==> config.mk <==
export PLATFORM = sky130hd
export DESIGN_NAME = lsu_bus_ctrl_flat
export DESIGN_NICKNAME = d
export VERILOG_FILES = /design/src/rtl/lsu_bus_ctrl_pkg.sv /design/src/rtl/lsu_bus_ctrl_if.sv /design/src/rtl/lsu_bus_ctrl_lane_fmt.sv /design/src/rtl/lsu_bus_ctrl.sv /design/src/flat_wrapper.sv
export SDC_FILE = /design/constraint.sdc
export NUM_CORES = 1
export LEC_CHECK = 0
export CAP_MARGIN = 15
export CORE_MARGIN = 3
export CORE_UTILIZATION = 35
export DETAILED_ROUTE_END_ITERATION = 8
export GPL_TIMING_DRIVEN = 1
export SYNTH_ARGS = -nofsm -noshare
export SYNTH_HDL_FRONTEND = slang
export SYNTH_HIERARCHICAL = 1
export SYNTH_SLANG_ARGS = --single-unit
==> constraint.sdc <==
create_clock -name clk -period 12 [get_ports clk]
set_input_delay 1.8 -clock clk [delete_from_list [all_inputs] [get_ports clk]]
set_output_delay 1.8 -clock clk [all_outputs]
set_load 0.05 [all_outputs]
==> src/rtl/lsu_bus_ctrl_pkg.sv <==
// ----------------------------------------------------------------------------
// lsu_bus_ctrl_pkg
// Shared constants for the MEM-stage load/store unit:
//   - RV32I load/store funct3 encodings (access size and signedness)
//   - LSU FSM state encoding
//   - pipeline default NOP
//   - helper that classifies an access as misaligned
// ----------------------------------------------------------------------------
package lsu_bus_ctrl_pkg;

    localparam logic [2:0] F3_B  = 3'b000;   // lb / sb
    localparam logic [2:0] F3_H  = 3'b001;   // lh / sh
    localparam logic [2:0] F3_W  = 3'b010;   // lw / sw
    localparam logic [2:0] F3_BU = 3'b100;   // lbu
    localparam logic [2:0] F3_HU = 3'b101;   // lhu

    typedef enum logic [1:0] {
        S_IDLE = 2'd0,
        S_BUS  = 2'd1,
        S_DONE = 2'd2
    } lsu_state_e;

    localparam logic [31:0] NOP_INSTR = 32'h0000_0013;

    // Undefined size encodings (011, 110, 111) are reported as misaligned so
    // they never reach the bus.
    function automatic logic f3_misaligned(input logic [2:0] f3, input logic [1:0] lane);
        logic mis;
        case (f3)
            F3_B, F3_BU: mis = 1'b0;
            F3_H, F3_HU: mis = lane[0];
            F3_W:        mis = (lane != 2'b00);
            default:     mis = 1'b1;
        endcase
        return mis;
    endfunction

endpackage

==> src/rtl/lsu_bus_ctrl_if.sv <==
// ----------------------------------------------------------------------------
// lsu_bus_ctrl_if
// Bundles the pipeline-side memory controls and the req/ready bus of the LSU.
//   Pipeline in : i_mem_read, i_mem_write, i_funct3, i_addr, i_wdata
//   Pipeline out: o_stall, o_rdata, o_done, o_misaligned, o_bus_err
//   Bus out     : o_bus_req, o_bus_we, o_bus_addr, o_bus_be, o_bus_wdata
//   Bus in      : i_bus_ready, i_bus_rdata
// modport master : the LSU itself
// modport slave  : the environment (pipeline + bus target)
// ----------------------------------------------------------------------------
interface lsu_bus_ctrl_if #(
    parameter int ADDR_W = 32
);
    logic              i_mem_read;
    logic              i_mem_write;
    logic [2:0]        i_funct3;
    logic [ADDR_W-1:0] i_addr;
    logic [31:0]       i_wdata;

    logic              o_stall;
    logic [31:0]       o_rdata;
    logic              o_done;
    logic              o_misaligned;
    logic              o_bus_err;

    logic              o_bus_req;
    logic              o_bus_we;
    logic [ADDR_W-1:0] o_bus_addr;
    logic [3:0]        o_bus_be;
    logic [31:0]       o_bus_wdata;
    logic              i_bus_ready;
    logic [31:0]       i_bus_rdata;

    modport master (
        input  i_mem_read, i_mem_write, i_funct3, i_addr, i_wdata,
        input  i_bus_ready, i_bus_rdata,
        output o_stall, o_rdata, o_done, o_misaligned, o_bus_err,
        output o_bus_req, o_bus_we, o_bus_addr, o_bus_be, o_bus_wdata
    );

    modport slave (
        output i_mem_read, i_mem_write, i_funct3, i_addr, i_wdata,
        output i_bus_ready, i_bus_rdata,
        input  o_stall, o_rdata, o_done, o_misaligned, o_bus_err,
        input  o_bus_req, o_bus_we, o_bus_addr, o_bus_be, o_bus_wdata
    );

endinterface

==> src/rtl/lsu_bus_ctrl_lane_fmt.sv <==
// ----------------------------------------------------------------------------
// lsu_lane_fmt
// Purely combinational RV32I lane formatter shared by store and load paths.
//   funct3_i      : access size / signedness
//   lane_i        : byte address bits [1:0]
//   wdata_i       : raw store data from the pipeline
//   rdata_i       : raw word returned by the bus
//   be_o          : store byte enables
//   bus_wdata_o   : store data replicated across the active lanes
//   load_data_o   : lane-selected, sign/zero extended load data
//   misaligned_o  : access cannot be performed as a single aligned word access
// ----------------------------------------------------------------------------
module lsu_lane_fmt
    import lsu_bus_ctrl_pkg::*;
(
    input  logic [2:0]  funct3_i,
    input  logic [1:0]  lane_i,
    input  logic [31:0] wdata_i,
    input  logic [31:0] rdata_i,
    output logic [3:0]  be_o,
    output logic [31:0] bus_wdata_o,
    output logic [31:0] load_data_o,
    output logic        misaligned_o
);

    logic [31:0] shifted;
    logic [7:0]  byte_sel;
    logic [15:0] half_sel;

    always_comb begin
        shifted      = rdata_i >> {lane_i, 3'b000};
        byte_sel     = shifted[7:0];
        half_sel     = lane_i[1] ? rdata_i[31:16] : rdata_i[15:0];
        misaligned_o = f3_misaligned(funct3_i, lane_i);

        be_o         = 4'b0000;
        bus_wdata_o  = 32'h0;
        load_data_o  = 32'h0;

        case (funct3_i)
            F3_B, F3_BU: begin
                be_o        = 4'b0001 << lane_i;
                bus_wdata_o = {4{wdata_i[7:0]}};
                // funct3[2] selects the unsigned variant
                load_data_o = funct3_i[2] ? {24'h0, byte_sel}
                                          : {{24{byte_sel[7]}}, byte_sel};
            end
            F3_H, F3_HU: begin
                be_o        = lane_i[1] ? 4'b1100 : 4'b0011;
                bus_wdata_o = {2{wdata_i[15:0]}};
                load_data_o = funct3_i[2] ? {16'h0, half_sel}
                                          : {{16{half_sel[15]}}, half_sel};
            end
            F3_W: begin
                be_o        = 4'b1111;
                bus_wdata_o = wdata_i;
                load_data_o = rdata_i;
            end
            default: begin
                be_o        = 4'b0000;
                bus_wdata_o = 32'h0;
                load_data_o = 32'h0;
            end
        endcase
    end

endmodule

==> src/rtl/lsu_bus_ctrl.sv <==
// ----------------------------------------------------------------------------
// lsu_bus_ctrl
// Multi-cycle MEM-stage load/store unit acting as a req/ready bus master.
// An aligned access is latched in IDLE, held on the bus in BUS until ready
// (or a timeout abort), and reported for one cycle in DONE. The pipeline is
// stalled from the IDLE launch cycle through the last BUS cycle.
//   clk, reset : clock, asynchronous active-high reset
//   bus        : lsu_bus_ctrl_if.master (pipeline controls + bus signals)
// Parameters:
//   ADDR_W  : byte address width
//   TIMEOUT : BUS cycles to wait for ready before aborting (0 = never)
// ----------------------------------------------------------------------------
module lsu_bus_ctrl
    import lsu_bus_ctrl_pkg::*;
#(
    parameter int ADDR_W  = 32,
    parameter int TIMEOUT = 16
) (
    input  logic          clk,
    input  logic          reset,
    lsu_bus_ctrl_if.master bus
);

    localparam int CNT_W = (TIMEOUT < 2) ? 1 : $clog2(TIMEOUT + 1);
    // The abort fires on the TIMEOUT-th ready-less BUS cycle, i.e. when
    // TIMEOUT-1 such cycles have already been counted.
    localparam logic [CNT_W-1:0] TO_LAST = CNT_W'((TIMEOUT > 0) ? TIMEOUT - 1 : 0);

    lsu_state_e        state_q, state_d;
    logic [ADDR_W-1:0] addr_q;
    logic              we_q;
    logic [3:0]        be_q;
    logic [31:0]       wdata_q;
    logic [2:0]        funct3_q;
    logic [1:0]        lane_q;
    logic [31:0]       rdata_q;
    logic              err_q;
    logic [CNT_W-1:0]  wait_cnt_q;

    logic        acc;
    logic        in_bus;
    logic        launch;
    logic        complete;
    logic        timeout_hit;
    logic [2:0]  fmt_f3;
    logic [1:0]  fmt_lane;
    logic [3:0]  fmt_be;
    logic [31:0] fmt_wdata;
    logic [31:0] fmt_load;
    logic        fmt_mis;

    assign acc    = bus.i_mem_read | bus.i_mem_write;
    assign in_bus = (state_q == S_BUS);

    // One formatter serves both directions: in IDLE it formats the incoming
    // store and checks alignment, in BUS it extracts the load from the
    // returned word using the latched size and lane.
    assign fmt_f3   = in_bus ? funct3_q : bus.i_funct3;
    assign fmt_lane = in_bus ? lane_q   : bus.i_addr[1:0];

    lsu_lane_fmt u_lane_fmt (
        .funct3_i     (fmt_f3),
        .lane_i       (fmt_lane),
        .wdata_i      (bus.i_wdata),
        .rdata_i      (bus.i_bus_rdata),
        .be_o         (fmt_be),
        .bus_wdata_o  (fmt_wdata),
        .load_data_o  (fmt_load),
        .misaligned_o (fmt_mis)
    );

    assign launch      = (state_q == S_IDLE) && acc && !fmt_mis;
    assign complete    = in_bus && bus.i_bus_ready;
    assign timeout_hit = (TIMEOUT != 0) && in_bus && !bus.i_bus_ready
                         && (wait_cnt_q >= TO_LAST);

    // ---------------- state register ----------------
    always_ff @(posedge clk or posedge reset) begin
        if (reset) begin
            state_q <= S_IDLE;
        end else begin
            state_q <= state_d;
        end
    end

    // ---------------- next state ----------------
    always_comb begin
        state_d = state_q;
        case (state_q)
            S_IDLE:  if (launch) state_d = S_BUS;
            S_BUS:   if (complete || timeout_hit) state_d = S_DONE;
            S_DONE:  state_d = S_IDLE;   // same instruction; inputs ignored
            default: state_d = S_IDLE;
        endcase
    end

    // ---------------- access latches, result, wait counter ----------------
    always_ff @(posedge clk or posedge reset) begin
        if (reset) begin
            addr_q     <= '0;
            we_q       <= 1'b0;
            be_q       <= 4'h0;
            wdata_q    <= 32'h0;
            funct3_q   <= 3'b000;
            lane_q     <= 2'b00;
            rdata_q    <= 32'h0;
            err_q      <= 1'b0;
            wait_cnt_q <= '0;
        end else begin
            if (launch) begin
                addr_q     <= {bus.i_addr[ADDR_W-1:2], 2'b00};
                we_q       <= bus.i_mem_write;   // read+write counts as write
                be_q       <= bus.i_mem_write ? fmt_be : 4'hF;
                wdata_q    <= bus.i_mem_write ? fmt_wdata : 32'h0;
                funct3_q   <= bus.i_funct3;
                lane_q     <= bus.i_addr[1:0];
                err_q      <= 1'b0;
                wait_cnt_q <= '0;
            end
            if (complete) begin
                rdata_q <= we_q ? 32'h0 : fmt_load;
            end else if (timeout_hit) begin
                rdata_q <= 32'h0;
                err_q   <= 1'b1;
            end
            if (in_bus && !bus.i_bus_ready && (wait_cnt_q != '1)) begin
                wait_cnt_q <= wait_cnt_q + 1'b1;
            end
        end
    end

    // ---------------- outputs ----------------
    // Gated by reset so every output is low for as long as reset is held,
    // even if the pipeline keeps presenting an access.
    always_comb begin
        bus.o_stall      = 1'b0;
        bus.o_rdata      = 32'h0;
        bus.o_done       = 1'b0;
        bus.o_misaligned = 1'b0;
        bus.o_bus_err    = 1'b0;
        bus.o_bus_req    = 1'b0;
        bus.o_bus_we     = 1'b0;
        bus.o_bus_addr   = '0;
        bus.o_bus_be     = 4'h0;
        bus.o_bus_wdata  = 32'h0;
        if (!reset) begin
            case (state_q)
                S_IDLE: begin
                    if (acc) begin
                        if (fmt_mis) begin
                            bus.o_misaligned = 1'b1;
                            bus.o_done       = 1'b1;
                        end else begin
                            bus.o_stall = 1'b1;
                        end
                    end
                end
                S_BUS: begin
                    bus.o_stall     = 1'b1;
                    bus.o_bus_req   = 1'b1;
                    bus.o_bus_we    = we_q;
                    bus.o_bus_addr  = addr_q;
                    bus.o_bus_be    = be_q;
                    bus.o_bus_wdata = wdata_q;
                end
                S_DONE: begin
                    bus.o_done    = 1'b1;
                    bus.o_rdata   = rdata_q;
                    bus.o_bus_err = err_q;
                end
                default: ;
            endcase
        end
    end

endmodule

==> src/flat_wrapper.sv <==
// flat-port wrapper written by rule: the top's interface ports become plain ports
module lsu_bus_ctrl_flat import lsu_bus_ctrl_pkg::*;
#(
    parameter int ADDR_W  = 32,
    parameter int TIMEOUT = 16
)
  (clk, reset, bus_i_mem_read, bus_i_mem_write, bus_i_funct3, bus_i_addr, bus_i_wdata, bus_i_bus_ready, bus_i_bus_rdata, bus_o_stall, bus_o_rdata, bus_o_done, bus_o_misaligned, bus_o_bus_err, bus_o_bus_req, bus_o_bus_we, bus_o_bus_addr, bus_o_bus_be, bus_o_bus_wdata);
  lsu_bus_ctrl_if #(.ADDR_W(ADDR_W)) bus_i ();
  input  logic clk;
  input  logic reset;
  input wire logic [$bits(bus_i.i_mem_read)-1:0] bus_i_mem_read;
  input wire logic [$bits(bus_i.i_mem_write)-1:0] bus_i_mem_write;
  input wire logic [$bits(bus_i.i_funct3)-1:0] bus_i_funct3;
  input wire logic [$bits(bus_i.i_addr)-1:0] bus_i_addr;
  input wire logic [$bits(bus_i.i_wdata)-1:0] bus_i_wdata;
  input wire logic [$bits(bus_i.i_bus_ready)-1:0] bus_i_bus_ready;
  input wire logic [$bits(bus_i.i_bus_rdata)-1:0] bus_i_bus_rdata;
  output wire logic [$bits(bus_i.o_stall)-1:0] bus_o_stall;
  output wire logic [$bits(bus_i.o_rdata)-1:0] bus_o_rdata;
  output wire logic [$bits(bus_i.o_done)-1:0] bus_o_done;
  output wire logic [$bits(bus_i.o_misaligned)-1:0] bus_o_misaligned;
  output wire logic [$bits(bus_i.o_bus_err)-1:0] bus_o_bus_err;
  output wire logic [$bits(bus_i.o_bus_req)-1:0] bus_o_bus_req;
  output wire logic [$bits(bus_i.o_bus_we)-1:0] bus_o_bus_we;
  output wire logic [$bits(bus_i.o_bus_addr)-1:0] bus_o_bus_addr;
  output wire logic [$bits(bus_i.o_bus_be)-1:0] bus_o_bus_be;
  output wire logic [$bits(bus_i.o_bus_wdata)-1:0] bus_o_bus_wdata;
  assign bus_i.i_mem_read = bus_i_mem_read;
  assign bus_i.i_mem_write = bus_i_mem_write;
  assign bus_i.i_funct3 = bus_i_funct3;
  assign bus_i.i_addr = bus_i_addr;
  assign bus_i.i_wdata = bus_i_wdata;
  assign bus_i.i_bus_ready = bus_i_bus_ready;
  assign bus_i.i_bus_rdata = bus_i_bus_rdata;
  assign bus_o_stall = bus_i.o_stall;
  assign bus_o_rdata = bus_i.o_rdata;
  assign bus_o_done = bus_i.o_done;
  assign bus_o_misaligned = bus_i.o_misaligned;
  assign bus_o_bus_err = bus_i.o_bus_err;
  assign bus_o_bus_req = bus_i.o_bus_req;
  assign bus_o_bus_we = bus_i.o_bus_we;
  assign bus_o_bus_addr = bus_i.o_bus_addr;
  assign bus_o_bus_be = bus_i.o_bus_be;
  assign bus_o_bus_wdata = bus_i.o_bus_wdata;
  lsu_bus_ctrl #(.ADDR_W(ADDR_W), .TIMEOUT(TIMEOUT)) u_core (.clk(clk), .reset(reset), .bus(bus_i));
endmodule
==> results of run 1 <==
==> final timing paths <==
check	endpoint	slack [ns]
min in group asynchronous	u_core/addr_q[21]	2.12
max	bus_o_done	5.38
min reg2reg	u_core/addr_q[2]	0.49
min	u_core/addr_q[2]	0.49
max in group asynchronous	u_core/rdata_q[21]	8.84
max reg2reg	u_core/addr_q[8]	8.09
==> where the power goes <==
group,leakage (nW),switching [mW],internal [mW]
Sequential,1.43,0.0856,0.549
Combinational,2.26,0.665,0.467
Clock,0.183,0.139,0.232
Total,3.87,0.889,1.25
==> state kept, by name, indices dropped and copies added, names as in the netlist <==
name               flops
u_core/wait_cnt_q      5
u_core/lane_q          2
u_core/rdata_q        32
u_core/err_q           1
u_core/addr_q         30
u_core/be_q            4
u_core/state_q         2
u_core/we_q            1
u_core/wdata_q        32
u_core/funct3_q        3
==> through the flow <==
step / power, mW / cells / area [um^2]
after floorplan: 1.484 / 669 / 6566
after global placement: 1.742 / 1053 / 8680
after detailed placement: 1.768 / 1053 / 8680
after CTS: 2.148 / 1069 / 9056
after global routing: 2.276 / 1070 / 9067
final: 2.137 / 1070 / 9067
==> Yosys cell counts (4+ instances only) <==
master | count | area [um^2]
dfrtp_1 | 112 | 2803
nand2_1 | 64 | 240.2
mux2_2 | 45 | 506.7
and2_1 | 41 | 256.5
inv_1 | 40 | 150.1
and3_1 | 36 | 225.2
mux2i_1 | 35 | 350.3
a22o_1 | 33 | 289.0
nor3_1 | 33 | 165.2
clkbuf_1 | 31 | 116.4
o21ai_0 | 18 | 90.09
a21oi_1 | 17 | 85.08
a211oi_1 | 16 | 120.1
a22oi_1 | 16 | 120.1
buf_2 | 14 | 70.07
a221o_1 | 11 | 110.1
nor2b_1 | 11 | 68.82
buf_4 | 10 | 75.07
nand2b_1 | 10 | 62.56
a21o_1 | 8 | 60.06
nor2_1 | 7 | 26.28
buf_6 | 6 | 67.56
mux2_1 | 4 | 45.04
nor3b_1 | 4 | 30.03
==> area by class of cell <==
cell class	instances	area (um^2)
fillers	1657	9141
multi-input cells	452	3272
flip-flops and latches	112	2803
repair buffers	220	2173
well taps	229	286.5
clock buffers	10	239.0
inverters	41	156.4
clock inverters	6	137.6
==> logic make-up after synthesis <==
kind of cell,after synthesis,synth area share (%)
other cells,1,0.05714
buf+inv,105,7.531
simple gates,222,18.72
xor+xnor,1,0.1335
flops,112,42.71
mux,85,14.09
fa+ha+maj,3,0.5720
compound gates,139,16.19
==> critical path, cell delays in order <==
cell and delay [ns]:
clkdlybuf4s50_1 0.48, nand2_1 0.05, nand2_1 0.58, nor3_1 0.13
nor2_1 0.12, o22a_1 0.28, nor4b_1 0.39, or2_2 0.18
clkdlybuf4s50_1 0.79
==> per-layer routing <==
metal  GRT usage (%)  up-vias  routed length [um]
met5               0        -                   0
met4           7.054        0                 541
met3           3.449       43                 971
met2           33.85      204               10090
met1           24.94     2690                8570
li1                -     2683                   -
==> results.py, run 1 <==
metrics = {
    "pwr": {
        "p_leak_nw": 3.874,
        "p_per_area_nw_per_um2": 235.6,
        "vdd_drop_max_mv": 0.1320,
    },
    "sta": {
        "report.final.slew_viol_count": 0,
        "finalSetupTns_ns": 0,
        "finalHoldViolCount": 0,
        "max_freq_mhz": 151.2,
        "fin_skew_ns": 0.01100,
        "min_period_ns": 6.615,
        "tightestPinTransition_ns": 1.106,
        "maxSlewHeadroom_pct": 26.28,
        "min_period_over_period_pct": 55.13,
        "rsz0062_at_grt": "false",
        "setup_viol": 0,
        "whs_ns": 0.4906,
        "fin_ws_ns": 5.385,
    },
    "logic_synthesis": {
        "synth_cells": 668,
        "synth_cell_types": 55,
        "syn_avg_cell_area_um2": 9.824,
        "ys_ff_latch": 112,
        "synth_seq_area_share_pct": 42.71,
        "synth_warnings": 6,
        "async_flop_share_pct": 100.0,
        "synth_edf_count": 0,
        "synthesis.area_um2": 6563,
        "ys.flop_type": "dfrtp_1",
    },
    "floorplanning": {
        "rows": 49,
        "core_region_area_um2": 18210,
        "boundaryPins": 210,
        "die_area_um2": 20430,
        "die_x_um": 142.9,
        "fp.dieH_um": 142.9,
        "initial_core_util_pct": 36.04,
    },
    "clocking": {
        "clock_latency_ns": 0.35,
        "cts_buffers": 9,
        "cts_setup_buffers": 0,
        "root_buffer": "clkbuf_16",
        "hold_buffers": 0,
        "clk_pin_slew_ns": 0.08,
        "htreeDepth": 3,
        "cts_resized": 0,
        "cts_tree": "done",
        "clock_path_buffers": 2,
        "numClockSinks": 112,
    },
    "setup_path": {
        "critPathArrivalTime_ns": 4.82,
        "reg2reg_depth": 10,
        "reg2reg_from": "u_core/state_q[0]",
        "crit_required_ns": 10.20,
        "worst_setup_path_start_kind": "input pin",
        "crit_start": "bus_i_funct3[2]",
        "critPathKind": "input pin to output pin",
        "critPathCaptureType": "output pin",
        "cp_max_fo": 22,
    },
    "placed_design": {
        "dp_hpwl_um": 14930,
        "place_congestion": 0.9029,
        "port_buffers": 207,
        "pre_cts_slack_ns": 5.399,
    },
    "drt": {
        "num_vias": 5620,
        "first_pass_iters": 4,
        "wl_um": 20180,
        "final_antenna_net_count": 0,
        "drc": 0,
        "vias_per_cell": 5.252,
        "wl_per_cell_um": 18.86,
        "drtIter0Drc": 349,
    },
    "final_layout": {
        "drive_above_1_share_pct": 10.70,
        "final_common_cell": "clkdlybuf4s50_1",
        "areaGrowthSynthToFinish_pct": 38.17,
        "utilization_pct": 49.80,
        "fin_nets": 943,
        "n_antenna_cell": 0,
        "final_cell_mix": "207 x clkdlybuf4s50_1, 112 x dfrtp_1, 64 x nand2_1",
    },
    "grt": {
        "overflow": 0,
        "grt.total_usage_pct": 19.70,
        "antenna_found_initial": 0,
        "grt_pass1_vias": 5946,
        "grt_start_max_net_pins": 76,
        "grt_pass1_wl_um": 31880,
    },
    "hold_path": {
        "hold_start": "u_core/addr_q[2]",
        "hold-path-cell-count": 1,
        "hold_class": "register to register",
    },
    "run": {
        "max_cap_viol_count": 0,
    },
    "run_status": {
        "status": "complete, no violations",
    },
}
(Power assumes the default switching activity.)
==> inputs of run 2 (changes only) <==
--- a/config.mk
+++ b/config.mk
@@ -10,6 +10,7 @@
 export CORE_UTILIZATION = 35
 export DETAILED_ROUTE_END_ITERATION = 8
 export GPL_TIMING_DRIVEN = 1
+export PLACE_DENSITY = 0.66
 export SYNTH_ARGS = -nofsm -noshare
 export SYNTH_HDL_FRONTEND = slang
 export SYNTH_HIERARCHICAL = 1
==> constraint.sdc (replaced) <==
create_clock -name clk -period 5.6 [get_ports clk]
set_input_delay 0.84 -clock clk [delete_from_list [all_inputs] [get_ports clk]]
set_output_delay 0.84 -clock clk [all_outputs]
set_load 0.05 [all_outputs]
==> results.py, run 2 (same netlist as run 1, synthesis figures left out) <==
metrics = {
    "setup_path": {
        "critPathArrivalTime_ns": 3.45,
        "critPathKind": "register to output pin",
        "critPathCaptureType": "output pin",
        "cp_max_fo": 37,
        "worst_setup_path_start_kind": "register",
        "reg2reg_depth": 11,
        "crit_required_ns": 4.76,
    },
    "grt": {
        "overflow": 0,
        "grt_pass1_wl_um": 30350,
        "antenna_found_initial": 0,
        "grt_start_max_net_pins": 79,
        "grt_pass1_vias": 5397,
        "grt.total_usage_pct": 19.07,
    },
    "final_layout": {
        "top_regs": "u_core/rdata_q (32), u_core/wdata_q (32), u_core/addr_q (30)",
        "drive_above_1_share_pct": 11.64,
        "areaGrowthSynthToFinish_pct": 37.08,
        "final_cell_mix": "198 x clkdlybuf4s50_1, 112 x dfrtp_1, 64 x nand2_1",
        "n_antenna_cell": 0,
        "final_common_cell": "clkdlybuf4s50_1",
        "final_area_um2": 8996,
        "fin_nets": 945,
    },
    "pwr": {
        "internal-power_mw": 2.523,
        "p_seq_share_pct": 30.5,
        "netSwitchingPower_mw": 1.892,
        "p_clk_share_pct": 14.0,
        "vdd_drop_max_mv": 0.2284,
        "p_leak_nw": 3.855,
        "p_sw_share_pct": 42.85,
        "fin_total_pwr_mw": 4.415,
        "p_comb_share_pct": 55.5,
        "p_per_area_nw_per_um2": 490.8,
    },
    "floorplanning": {
        "core_region_area_um2": 18210,
        "die_area_um2": 20430,
        "fp.dieH_um": 142.9,
        "die_x_um": 142.9,
        "rows": 49,
        "boundaryPins": 210,
        "initial_core_util_pct": 36.04,
    },
    "drt": {
        "wl_per_cell_um": 18.47,
        "num_vias": 5570,
        "drtIter0Drc": 400,
        "final_antenna_net_count": 0,
        "wl_um": 19780,
        "drc": 0,
        "first_pass_iters": 5,
        "vias_per_cell": 5.201,
    },
    "hold_path": {
        "hold_class": "register to register",
        "hold-path-cell-count": 1,
    },
    "clocking": {
        "cts_buffers": 9,
        "cts_setup_buffers": 0,
        "clock_path_buffers": 2,
        "clock_latency_ns": 0.35,
        "hold_buffers": 0,
        "cts_tree": "done",
        "numClockSinks": 112,
        "htreeDepth": 3,
        "root_buffer": "clkbuf_16",
        "cts_resized": 0,
        "clk_pin_slew_ns": 0.07,
    },
    "placed_design": {
        "dp_hpwl_um": 13980,
        "place_area_um2": 8710,
        "port_buffers": 207,
        "place_congestion": 0.8307,
    },
    "sta": {
        "min_period_ns": 4.289,
        "finalHoldViolCount": 0,
        "setup_viol": 0,
        "report.final.slew_viol_count": 0,
        "max_freq_mhz": 233.1,
        "fin_skew_ns": 0.006443,
        "finalSetupTns_ns": 0,
        "maxSlewHeadroom_pct": 23.61,
        "tightestPinTransition_ns": 1.146,
        "min_period_over_period_pct": 76.60,
        "rsz0062_at_grt": "false",
    },
    "run": {
        "max_cap_viol_count": 0,
    },
    "run_status": {
        "status": "complete, no violations",
    },
}
-- run 2: through the flow --
step           std cells  hold WS, ns  util (%)  setup slack, ns
2_1_floorplan        669       0.4490         -           0.6786
3_3_place_gp        1055       0.4627     47.83            1.436
3_5_place_dp        1055       0.4659     47.83            1.464
4_1_cts             1070       0.4829     49.34            1.251
5_1_grt             1071       0.5021     49.41           0.9329
6_report            1071       0.4853     49.41            1.311
-- run 2: path summary, 6_finish.rpt --
path | start | end | slack (ns)
setup / recovery | u_core/state_q[0] | bus_o_done | 1.31
hold reg to reg | u_core/addr_q[2] | u_core/addr_q[2] | 0.49
min in group asynchronous | reset | u_core/addr_q[5] | 1.22
hold / removal | u_core/addr_q[2] | u_core/addr_q[2] | 0.49
max in group asynchronous | reset | u_core/rdata_q[22] | 3.39
setup reg to reg | u_core/state_q[0] | u_core/lane_q[1] | 1.95
-- run 2: final cells by class --
class	count	area [um^2]
fillers	1672	9213
multi-input cells	452	3272
flip-flops and latches	112	2803
repair buffers	222	2203
well taps	229	286.5
clock buffers	13	260.3
inverters	41	156.4
clock inverters	2	15.01
-- run 2: worst max-delay path, cell delays in order, from the launching register on --
cell and delay, ns:
dfrtp_1 0.48, nand2b_1 0.28, buf_4 0.45, nand2_1 0.10
nand2_1 0.07, buf_4 0.25, nor3_1 0.09, nor2_1 0.12
o22a_1 0.27, nor4b_1 0.59, or2_2 0.25, buf_12 0.13
-- run 2: per-layer routing --
| metal | track usage [%] | part of all wire, % |
|---|---|---|
| met2 | 30.64 | 48 |
| met4 | 5.453 | 1.6 |
| met1 | 26.10 | 45 |
| met3 | 4.052 | 5.6 |
| met5 | 0 | 0 |
-- run 2: power groups by stage --
stage | logic, mW | clock network [mW] | registers [mW]
final | 2.45 | 0.616 | 1.35
after global routing | 2.65 | 0.670 | 1.39
after CTS | 2.45 | 0.637 | 1.35
after detailed placement | 2.44 | 0 | 1.36
after global placement | 2.42 | 0 | 1.36
after floorplan | 1.88 | 0 | 1.29
